[src/rtl/interp_bilinear_pipe.sv]
// rtl/interp_bilinear_pipe.sv - four-neighbour bilinear / nearest pixel interpolator, 4-cycle pipeline
module interp_bilinear_pipe #(
    parameter int FRAC_W = 6,
    parameter int PIX_W  = 8,
    parameter int CH     = 1,
    parameter int ROUND  = 1
) (
    input  logic                  clk,
    input  logic                  rst_n,
    input  logic                  s_valid,
    output logic                  s_ready,
    input  logic                  s_last,
    input  logic                  s_mode,
    input  logic [FRAC_W-1:0]     dx,
    input  logic [FRAC_W-1:0]     dy,
    input  logic [CH*PIX_W-1:0]   lu,
    input  logic [CH*PIX_W-1:0]   ru,
    input  logic [CH*PIX_W-1:0]   ld,
    input  logic [CH*PIX_W-1:0]   rd,
    output logic                  m_valid,
    input  logic                  m_ready,
    output logic                  m_last,
    output logic [CH*PIX_W-1:0]   m_p
);
    localparam int WW  = FRAC_W + 1;
    localparam int PW  = 2 * FRAC_W + 2;
    localparam int PRW = PIX_W + PW;
    localparam int SW  = PRW + 2;
    localparam int DW  = CH * PIX_W;
    localparam logic [WW-1:0] ONE = WW'(1) << FRAC_W;
    localparam logic [SW-1:0] RND = (ROUND != 0) ? (SW'(1) << (2 * FRAC_W - 1)) : '0;

    logic ce;

    // stage 1: weights, pixels, sideband
    logic                  v1_d, v1_q, last1_d, last1_q;
    logic [WW-1:0]         wx0_d, wx0_q, wx1_d, wx1_q, wy0_d, wy0_q, wy1_d, wy1_q;
    logic [3:0][DW-1:0]    px1_d, px1_q;
    // stage 2: weight products
    logic                  v2_d, v2_q, last2_d, last2_q;
    logic [3:0][PW-1:0]    w2_d, w2_q;
    logic [3:0][DW-1:0]    px2_d, px2_q;
    // stage 3: pixel*weight products per channel
    logic                  v3_d, v3_q, last3_d, last3_q;
    logic [CH-1:0][3:0][PRW-1:0] prod_d, prod_q;
    // stage 4: rounded sums
    logic                  v4_d, v4_q, last4_d, last4_q;
    logic [CH-1:0][SW-1:0] sum_d, sum_q;
    // output register
    logic                  m_valid_d, m_valid_q, m_last_d, m_last_q;
    logic [DW-1:0]         m_p_d, m_p_q;

    assign ce      = !m_valid_q || m_ready;
    assign s_ready = rst_n && ce;
    assign m_valid = m_valid_q;
    assign m_last  = m_last_q;
    assign m_p     = m_p_q;

    // Nearest mode reuses the multiply path with one-hot weights of 2^FRAC_W,
    // which reproduces the selected neighbour exactly under either rounding.
    always_comb begin
        v1_d    = s_valid;
        last1_d = s_last;
        if (s_mode) begin
            wx1_d = dx[FRAC_W-1] ? ONE : '0;
            wy1_d = dy[FRAC_W-1] ? ONE : '0;
        end else begin
            wx1_d = {1'b0, dx};
            wy1_d = {1'b0, dy};
        end
        wx0_d    = ONE - wx1_d;
        wy0_d    = ONE - wy1_d;
        px1_d[0] = lu;
        px1_d[1] = ru;
        px1_d[2] = ld;
        px1_d[3] = rd;
    end

    always_comb begin
        v2_d    = v1_q;
        last2_d = last1_q;
        w2_d[0] = PW'(wx0_q) * PW'(wy0_q);
        w2_d[1] = PW'(wx1_q) * PW'(wy0_q);
        w2_d[2] = PW'(wx0_q) * PW'(wy1_q);
        w2_d[3] = PW'(wx1_q) * PW'(wy1_q);
        px2_d   = px1_q;
    end

    always_comb begin
        v3_d    = v2_q;
        last3_d = last2_q;
        prod_d  = '0;
        for (int c = 0; c < CH; c++) begin
            for (int i = 0; i < 4; i++) begin
                prod_d[c][i] = PRW'(px2_q[i][c*PIX_W +: PIX_W]) * PRW'(w2_q[i]);
            end
        end
    end

    always_comb begin
        v4_d    = v3_q;
        last4_d = last3_q;
        sum_d   = '0;
        for (int c = 0; c < CH; c++) begin
            sum_d[c] = SW'(prod_q[c][0]) + SW'(prod_q[c][1])
                     + SW'(prod_q[c][2]) + SW'(prod_q[c][3]) + RND;
        end
    end

    // weights sum to 2^(2*FRAC_W), so the shifted sum always fits PIX_W bits
    always_comb begin
        m_valid_d = v4_q;
        m_last_d  = last4_q;
        m_p_d     = '0;
        for (int c = 0; c < CH; c++) begin
            m_p_d[c*PIX_W +: PIX_W] = PIX_W'(sum_q[c] >> (2 * FRAC_W));
        end
    end

    always_ff @(posedge clk) begin
        if (!rst_n) begin
            v1_q      <= 1'b0;
            v2_q      <= 1'b0;
            v3_q      <= 1'b0;
            v4_q      <= 1'b0;
            m_valid_q <= 1'b0;
            m_last_q  <= 1'b0;
            m_p_q     <= '0;
        end else if (ce) begin
            v1_q      <= v1_d;
            v2_q      <= v2_d;
            v3_q      <= v3_d;
            v4_q      <= v4_d;
            m_valid_q <= m_valid_d;
            m_last_q  <= m_last_d;
            m_p_q     <= m_p_d;
        end
    end

    always_ff @(posedge clk) begin
        if (ce) begin
            last1_q <= last1_d;
            wx0_q   <= wx0_d;
            wx1_q   <= wx1_d;
            wy0_q   <= wy0_d;
            wy1_q   <= wy1_d;
            px1_q   <= px1_d;
            last2_q <= last2_d;
            w2_q    <= w2_d;
            px2_q   <= px2_d;
            last3_q <= last3_d;
            prod_q  <= prod_d;
            last4_q <= last4_d;
            sum_q   <= sum_d;
        end
    end

endmodule

[config.mk]
export PLATFORM = sky130hd
export DESIGN_NAME = interp_bilinear_pipe
export DESIGN_NICKNAME = d
export VERILOG_FILES = /design/src/rtl/interp_bilinear_pipe.sv
export SDC_FILE = /design/constraint.sdc
export NUM_CORES = 2
export LEC_CHECK = 0
export CORE_MARGIN = 3
export CORE_UTILIZATION = 60
export CTS_CLUSTER_DIAMETER = 200
export DETAILED_ROUTE_END_ITERATION = 8
export GPL_TIMING_DRIVEN = 0
export PLACE_DENSITY = 0.84
export SYNTH_ARGS = -nofsm -noshare
export SYNTH_HDL_FRONTEND = slang
export SYNTH_SLANG_ARGS = --single-unit
export TNS_END_PERCENT = 10
[constraint.sdc]
create_clock -name clk -period 21.4 [get_ports clk]
set_input_delay 6.42 -clock clk [delete_from_list [all_inputs] [get_ports clk]]
set_output_delay 6.42 -clock clk [all_outputs]
set_load 0.03 [all_outputs]
==> summary.txt <==
DIE
--------------------------------------------------------------------------------
Starting density of the core ......................................        61.1%
Chip Width ........................................................       227 um
Number of top-level pins ..........................................           61
Area inside the core boundary .....................................   0.0479 mm2
Height of the chip ................................................       227 um
Die Outline Area ..................................................   0.0515 mm2
Cell row count ....................................................           80

LOGIC SYNTHESIS
--------------------------------------------------------------------------------
Area fraction of the dominant cell type after synthesis ...........        28.5%
Number of unique standard cell types used by synthesis ............           66
Count of flip-flops with a built-in enable after synthesis ........          235
Most area-consuming cells after synthesis ......................... sky130_fd_sc_hd__fa_1, sky130_fd_sc_hd__edfxtp_1, sky130_fd_sc_hd__ha_1
Async S/R FF share, synth .........................................           0%
Register bit count reported by yosys ..............................          249
Main synth FF type ................................................ sky130_fd_sc_hd__edfxtp_1
Area of the mapped netlist ........................................   0.0293 mm2
Sequential element share of the synthesized area ..................        25.0%
Mapped Nets .......................................................         3566
Avg Synthesized Cell Area .........................................     10.5 um2
Count of warnings emitted by yosys ................................            0
Post-Syn Instances ................................................         2796
Cell type with the largest total area after synthesis ............. sky130_fd_sc_hd__fa_1

GLOBAL ROUTING
--------------------------------------------------------------------------------
Via count of the first global-routing pass ........................        21600
Pin count of the biggest net entering global routing ..............           45
Wire length of the first global-routing pass ......................       110 mm
Global-route congestion overflow total ............................            0
Total track usage .................................................        27.0%
Initial antenna violation count ...................................            1

PLACEMENT
--------------------------------------------------------------------------------
Detailed-placement wirelength estimate ............................      53.8 mm
Gp weighted congestion ............................................        0.954
Quantity of I/O buffers inserted on ports .........................           60
Post-placement worst setup slack ..................................      6.54 ns

CELLS AND AREA
--------------------------------------------------------------------------------
Final-stage net count .............................................         3663
Most used cells in the layout excluding fill and tap cells ........ sky130_fd_sc_hd__inv_1, sky130_fd_sc_hd__and2_1, sky130_fd_sc_hd__fa_1, sky130_fd_sc_hd__ha_1, sky130_fd_sc_hd__edfxtp_1
Most common cell after layout, fill and taps aside ................ sky130_fd_sc_hd__inv_1
Area growth from synthesis to final layout ........................        8.33%
Fraction of final layout cells with drive strength greater than 1 .        2.33%

DETAILED ROUTING
--------------------------------------------------------------------------------
Post-detailed-route via-to-cell ratio .............................         5.65
Average wire per cell in the routed design ........................      18.8 um
First-pass detailed-route iteration total .........................            7
Initial detailed-routing violation count ..........................         1340
Vias ..............................................................        19900
Number of nets with antenna violations after detailed routing .....            0
WL final ..........................................................      66.4 mm
Post-route DRC violation count ....................................            0

STA
--------------------------------------------------------------------------------
Count of final setup violators ....................................            0
Total count of hold-check failures in the final report ............            0
RSZ-0062 raised after global routing ..............................           no
Final number of max-transition violations .........................            0
Fin crit share ....................................................        69.5%
Tightest Pin Transition ...........................................     0.859 ns
Final min period ..................................................     14.87 ns
F_max .............................................................     67.2 MHz
Post-Route Skew ...................................................    0.0171 ns
Post-route worst setup slack ......................................      6.53 ns
Headroom to the max-slew limit ....................................        42.8%
Final TNS setup ...................................................         0 ns

CRITICAL PATH
--------------------------------------------------------------------------------
Critical path capture point type .................................. primary output
Critical Path, Cell by Cell ....................................... clkdlybuf4s50_1, nor2b_1, inv_1, buf_2, and2_1, clkdlybuf4s50_1
Crit-path max FO ..................................................           19
Terminus of the critical flop-to-flop path ........................   prod_q[63]
CP Data Arrival Time ..............................................      8.45 ns
Reg2reg path depth ................................................           17
Largest stage delay, worst path ...................................      0.58 ns
Required arrival time at the worst endpoint .......................     14.98 ns
Dominant delay contributor by cell family on the critical path .... buffers and inverters
Critical path class ...............................................       in2out
Worst path bufs/invs ..............................................            4
Kind of start point of the critical path ..........................   input port
Cell with the largest stage delay on the worst path ............... sky130_fd_sc_hd__clkdlybuf4s50_1
Most common cell type on the critical path ........................ sky130_fd_sc_hd__clkdlybuf4s50_1
Reg-to-reg critical path startpoint ...............................      w2_q[0]
Slack of the worst reg-to-reg path ................................     15.76 ns

CTS
--------------------------------------------------------------------------------
Clk pin slew, worst setup/hold paths ..............................      0.06 ns
Clock latency on the worst-skew pair ..............................      0.58 ns
TritonCTS clock tree ..............................................        built
Number of buffers created by CTS ..................................           29
Hold-fix buffer count after cts ...................................            0
Clock root buffer ................................................. sky130_fd_sc_hd__clkbuf_16
Setup repair bufs after CTS .......................................            0
Buffers from clock root to sink, at most ..........................            3
Count of instances resized after the clock tree is built ..........            0
Depth of the CTS H-tree ...........................................            1
CTS sink count ....................................................          249

WORST HOLD PATH
--------------------------------------------------------------------------------
Hold Path Stages ..................................................            0
Min-Delay Path Class ..............................................      reg2reg
Endpoint of the worst hold path ...................................    px2_q[19]
Hold path startpoint ..............................................    px1_q[19]

JOB
--------------------------------------------------------------------------------
Max-cap violations ................................................            0

RUN STATUS
--------------------------------------------------------------------------------
Outcome ........................................................... complete, no violations

## area by class of cell
| class | count | area, um2 |
|---|---|---|
| well taps | 615 | 769 |
| clock inverters | 13 | 136 |
| plain buffers | 69 | 260 |
| diodes | 1 | 2.50 |
| fillers | 3514 | 16200 |
| repair buffers | 66 | 721 |
| flip-flops and latches | 249 | 7340 |
| inverters | 492 | 1850 |
| multi-input cells | 1986 | 19900 |
| clock buffers | 38 | 811 |
## state kept, by name, indices dropped and copies added, names as in the netlist
register	count
last4_q	1
v1_q	1
v3_q	1
px1_q	32
w2_q	53
sum_q	8
m_valid	1
px2_q	32
prod_q	80
wy0_q	7
v2_q	1
m_p	8
last1_q	1
wy1_q	6
wx1_q	6
last3_q	1
last2_q	1
m_last	1
m_valid_d	1
wx0_q	7
## layer usage
layer  track usage (%)  wire [um]  part of all wire, %  up-vias
met3              4.71       4460                  6.7      167
li1                  -          -                    -     9118
met2              47.5      33300                   50      648
met1              34.3      26500                   40    10000
met4              8.54       2140                  3.2        0
met5                 0          0                    0        -
## cell families after synthesis
family                     count (synthesis)  share of synthesized area [%]
DFF                                      249                           25.0
adders and majority gates                720                           41.4
and+or+nand+nor                          878                           16.2
buffers and inverters                    561                           7.19
muxes                                      7                          0.239
AOI/OAI and AO/OA                        262                           6.35
xor gates and xnor gates                 119                           3.56
## synthesized netlist by cell type, types with 3 or more instances
library cell	number
sky130_fd_sc_hd__a2111oi_0	5
sky130_fd_sc_hd__a2111oi_4	6
sky130_fd_sc_hd__a211o_1	4
sky130_fd_sc_hd__a211oi_1	9
sky130_fd_sc_hd__a21boi_1	16
sky130_fd_sc_hd__a21o_1	24
sky130_fd_sc_hd__a21oi_1	74
sky130_fd_sc_hd__a31oi_1	9
sky130_fd_sc_hd__and2_1	463
sky130_fd_sc_hd__and3_1	9
sky130_fd_sc_hd__clkbuf_1	67
sky130_fd_sc_hd__dfxtp_1	14
sky130_fd_sc_hd__edfxtp_1	235
sky130_fd_sc_hd__fa_1	417
sky130_fd_sc_hd__ha_1	303
sky130_fd_sc_hd__inv_1	490
sky130_fd_sc_hd__mux2i_1	7
sky130_fd_sc_hd__nand2_1	220
sky130_fd_sc_hd__nand2b_1	8
sky130_fd_sc_hd__nand3_1	9
sky130_fd_sc_hd__nand3b_1	3
sky130_fd_sc_hd__nand4_1	7
sky130_fd_sc_hd__nand4b_1	3
sky130_fd_sc_hd__nor2_1	77
sky130_fd_sc_hd__nor2b_1	20
sky130_fd_sc_hd__nor3_1	37
sky130_fd_sc_hd__nor3b_1	3
sky130_fd_sc_hd__nor4_1	5
sky130_fd_sc_hd__o211a_1	3
sky130_fd_sc_hd__o211ai_1	5
sky130_fd_sc_hd__o21a_1	20
sky130_fd_sc_hd__o21ai_0	19
sky130_fd_sc_hd__o21ai_1	23
sky130_fd_sc_hd__o21bai_1	10
sky130_fd_sc_hd__o311ai_1	8
sky130_fd_sc_hd__o31a_1	4
sky130_fd_sc_hd__o31ai_1	3
sky130_fd_sc_hd__xnor2_1	89
sky130_fd_sc_hd__xor2_1	30
## stage by stage
stage          std cells  hold slack [ns]  util [%]  cell area [um2]
2_1_floorplan       2796            0.400         -            29300
3_3_place_gp        3471            0.401      64.0            30700
3_5_place_dp        3477            0.405      64.2            30800
4_1_cts             3528            0.419      66.2            31700
5_1_grt             3528            0.424      66.2            31700
6_report            3529            0.414      66.2            31700
## worst max path at each step
| stage | from | end | slack [ns] | cells after the start |
|---|---|---|---|---|
| after floorplan | m_ready | s_ready | 1.0 | 4 |
| after global placement | m_ready | s_ready | -2.23 | 6 |
| after detailed placement | m_ready | s_ready | 6.54 | 6 |
| after CTS | m_ready | s_ready | 6.53 | 6 |
| after global routing | m_ready | s_ready | 6.41 | 6 |
| final | m_ready | s_ready | 6.53 | 6 |
Power is left out: the tool's default activity adds up to more than one toggle a clock period on the data nets, which glitch-free logic cannot reach.
==> RTL edit: new RTL, same settings <==
Set the parameter `ROUND` to 0 (it was 1).
--- a/src/rtl/interp_bilinear_pipe.sv
+++ b/src/rtl/interp_bilinear_pipe.sv
@@ -4,5 +4,5 @@
     parameter int PIX_W  = 8,
     parameter int CH     = 1,
-    parameter int ROUND  = 1
+    parameter int ROUND  = 0
 ) (
     input  logic                  clk,
Function: changed (Yosys sat finds a counterexample within 10 cycles, from zero or initial values and one cycle with rst_n low).
==> RTL edit against the original RTL <==
  * Sequential cell count unchanged
  * Cell area shrank 1.0%
  * Via count shrank 1.3%
  * Wire length down 4.0%
  * Worst setup slack worse by 0.20 ns
  * Synthesized area decreased by 1.3%
  * Largest cell class unchanged
Power is not shown: default switching activity piles up to over one toggle a cycle in this logic, so the estimate is an artifact.
==> RTL edit: results (changes against the original RTL) <==
metric,value,unit,change
synth top area cells,"fa_1 (29%), edfxtp_1 (24%), ha_1 (12%)",,
met3 WL,4.673,mm,+4.7%
Slew @ Worst Pin,1.128,ns,+0.2699 ns
Placement Setup Slack,6.316,ns,-0.2288 ns
clk_lat worst skew,0.60,ns,+0.02 ns
layout cell share with drive strength beyond 1,2.832,%,+0.50 points
post-CTS sizing,0,,unchanged
placed cells,3410,,-1.9%
synthesized area per cell,10.55,um^2,+0.71%
sequential area share after synthesis,25.38,%,+0.33 points
first-pass GRT wire length,107.1,mm,-2.8%
number of diodes,0,,-1
CP max FO,40,,+21
largest net degree at the start of global routing,72,,+60%
Buffers on Ports,60,,unchanged
syn_nets,3494,,-2.0%
CTS buffer count,31,,+6.9%
Synth cell types,65,,-1.5%
Via density,5.678,,+0.47%
DRT met1 WL,25.12,mm,-5.2%
top flop regs,"prod_q x80, w2_q x53",,
DRT Pass-1 Iters,5,,-2
met2 WL,31.33,mm,-5.9%
slowest cell on the critical path,clkdlybuf4s50_1,,
dpl cell area,30360,um^2,-1.4%
area fraction in compound gates after synthesis,6.215,%,-0.13 points
via count,19680,,-1.3%
xor/xnor share of the synthesized area,3.817,%,+0.26 points
Main synth FF type,edfxtp_1,,
CP top delay family,buffers and inverters,,
clk_skew,0.01806,ns,+0.0009980 ns
reg2reg path depth,16,,-1
# nets final,3590,,-2.0%
Fillers,3490,,-0.68%
Post-synth EDFFs,235,,unchanged
root buffer cell,clkbuf_16,,
antenna violations before repair,0,,-1
adder-cell share of the synthesized area,41.29,%,-0.15 points
clock tree buffer depth,3,,unchanged
hold depth,0,,unchanged
routed len/inst,18.38,um,-2.3%
mux cell area share after synthesis,0.03462,%,-0.20 points
Hold Path Class,flip-flop to flip-flop,,
Post-synth top cells,"inv_1 (469), and2_1 (442), fa_1 (417)",,
DRT iter0 DRCs,1312,,-2.1%
CTS Hold Bufs,0,,unchanged
DP Wirelength,51.50,mm,-4.3%
worst endpoint data arrival time,8.65,ns,+0.20 ns
CTS HTree Levels,1,,unchanged
CTS clock-pin slew for the worst setup and hold paths,0.07,ns,
outcome,completed,,
routability cong.,0.9306,,-2.5%
vias in the first global route,21430,,-0.98%
GR Util All Layers,26.39,%,-0.61 points
max layer used,met4,,
asr flop ratio synth,0,%,unchanged
[RTL edit: changes by cell type after synthesis, moves of 18 or more]
cell / change
nand2_1: +18
o21ai_1: -22
inv_1: -21
o21ai_0: +18
nor2_1: -21
and2_1: -21
[RTL edit: logic make-up (layout without fill, tap and decap cells)]
kind of cell             count (synthesis)  in the layout
XOR/XNOR                               126            126
multiplexers                             1              1
AND/OR/NAND/NOR                        871            871
flip-flops                             249            249
adder cells (fa/ha/maj)                704            704
buffers and inverters                  537            657
AO/OA/AOI/OAI                          252            252
[RTL edit: through the flow]
step                      hold slack, ns  setup TNS [ns]
after floorplan                   0.4003               0
after global placement            0.4018          -2.530
after detailed placement          0.4045               0
after CTS                         0.4139               0
after global routing              0.4226               0
final                             0.4095               0
[RTL edit: worst register-to-register path, cell delays in order (launching register included)]
cell and delay, ns:
edfxtp_1 0.39, clkbuf_1 0.73, nand2_1 0.16, fa_1 0.50
fa_1 0.49, inv_1 0.05, fa_1 0.48, inv_1 0.05
fa_1 0.48, inv_1 0.05, ha_1 0.30, o21ai_2 0.08
a21oi_1 0.30, o2111ai_2 0.16, a21oi_1 0.39, o31ai_1 0.19
o311ai_0 0.95
[RTL edit: worst paths after layout]
path / slack [ns] / to / startpoint
hold reg to reg: 0.41 / px2_q[25] / px1_q[25]
setup reg to reg: 15.31 / prod_q[17] / w2_q[0]
hold / removal: 0.41 / px2_q[25] / px1_q[25]
setup / recovery: 6.33 / s_ready / m_ready
[RTL edit: layout make-up]
cell class                      instances  area (um^2)  area share [%]
Clock buffer                           32        779.5           2.482
Inverter                              470         1764           5.617
Tap cell                              607        759.5           2.418
Clock inverter                         25        269.0          0.8565
Timing Repair Buffer                   63        683.2           2.175
Buffer                                 67        256.5          0.8167
Multi-Input combinational cell       1954        19560           62.27
Sequential cell                       249         7337           23.36
[RTL edit: per-layer routing]
layer | GRT usage [%] | vias to the layer above
met5 | 0 | -
met1 | 33.26 | 9826
met4 | 10.48 | 0
met3 | 4.572 | 171
li1 | - | 8966
met2 | 45.62 | 721
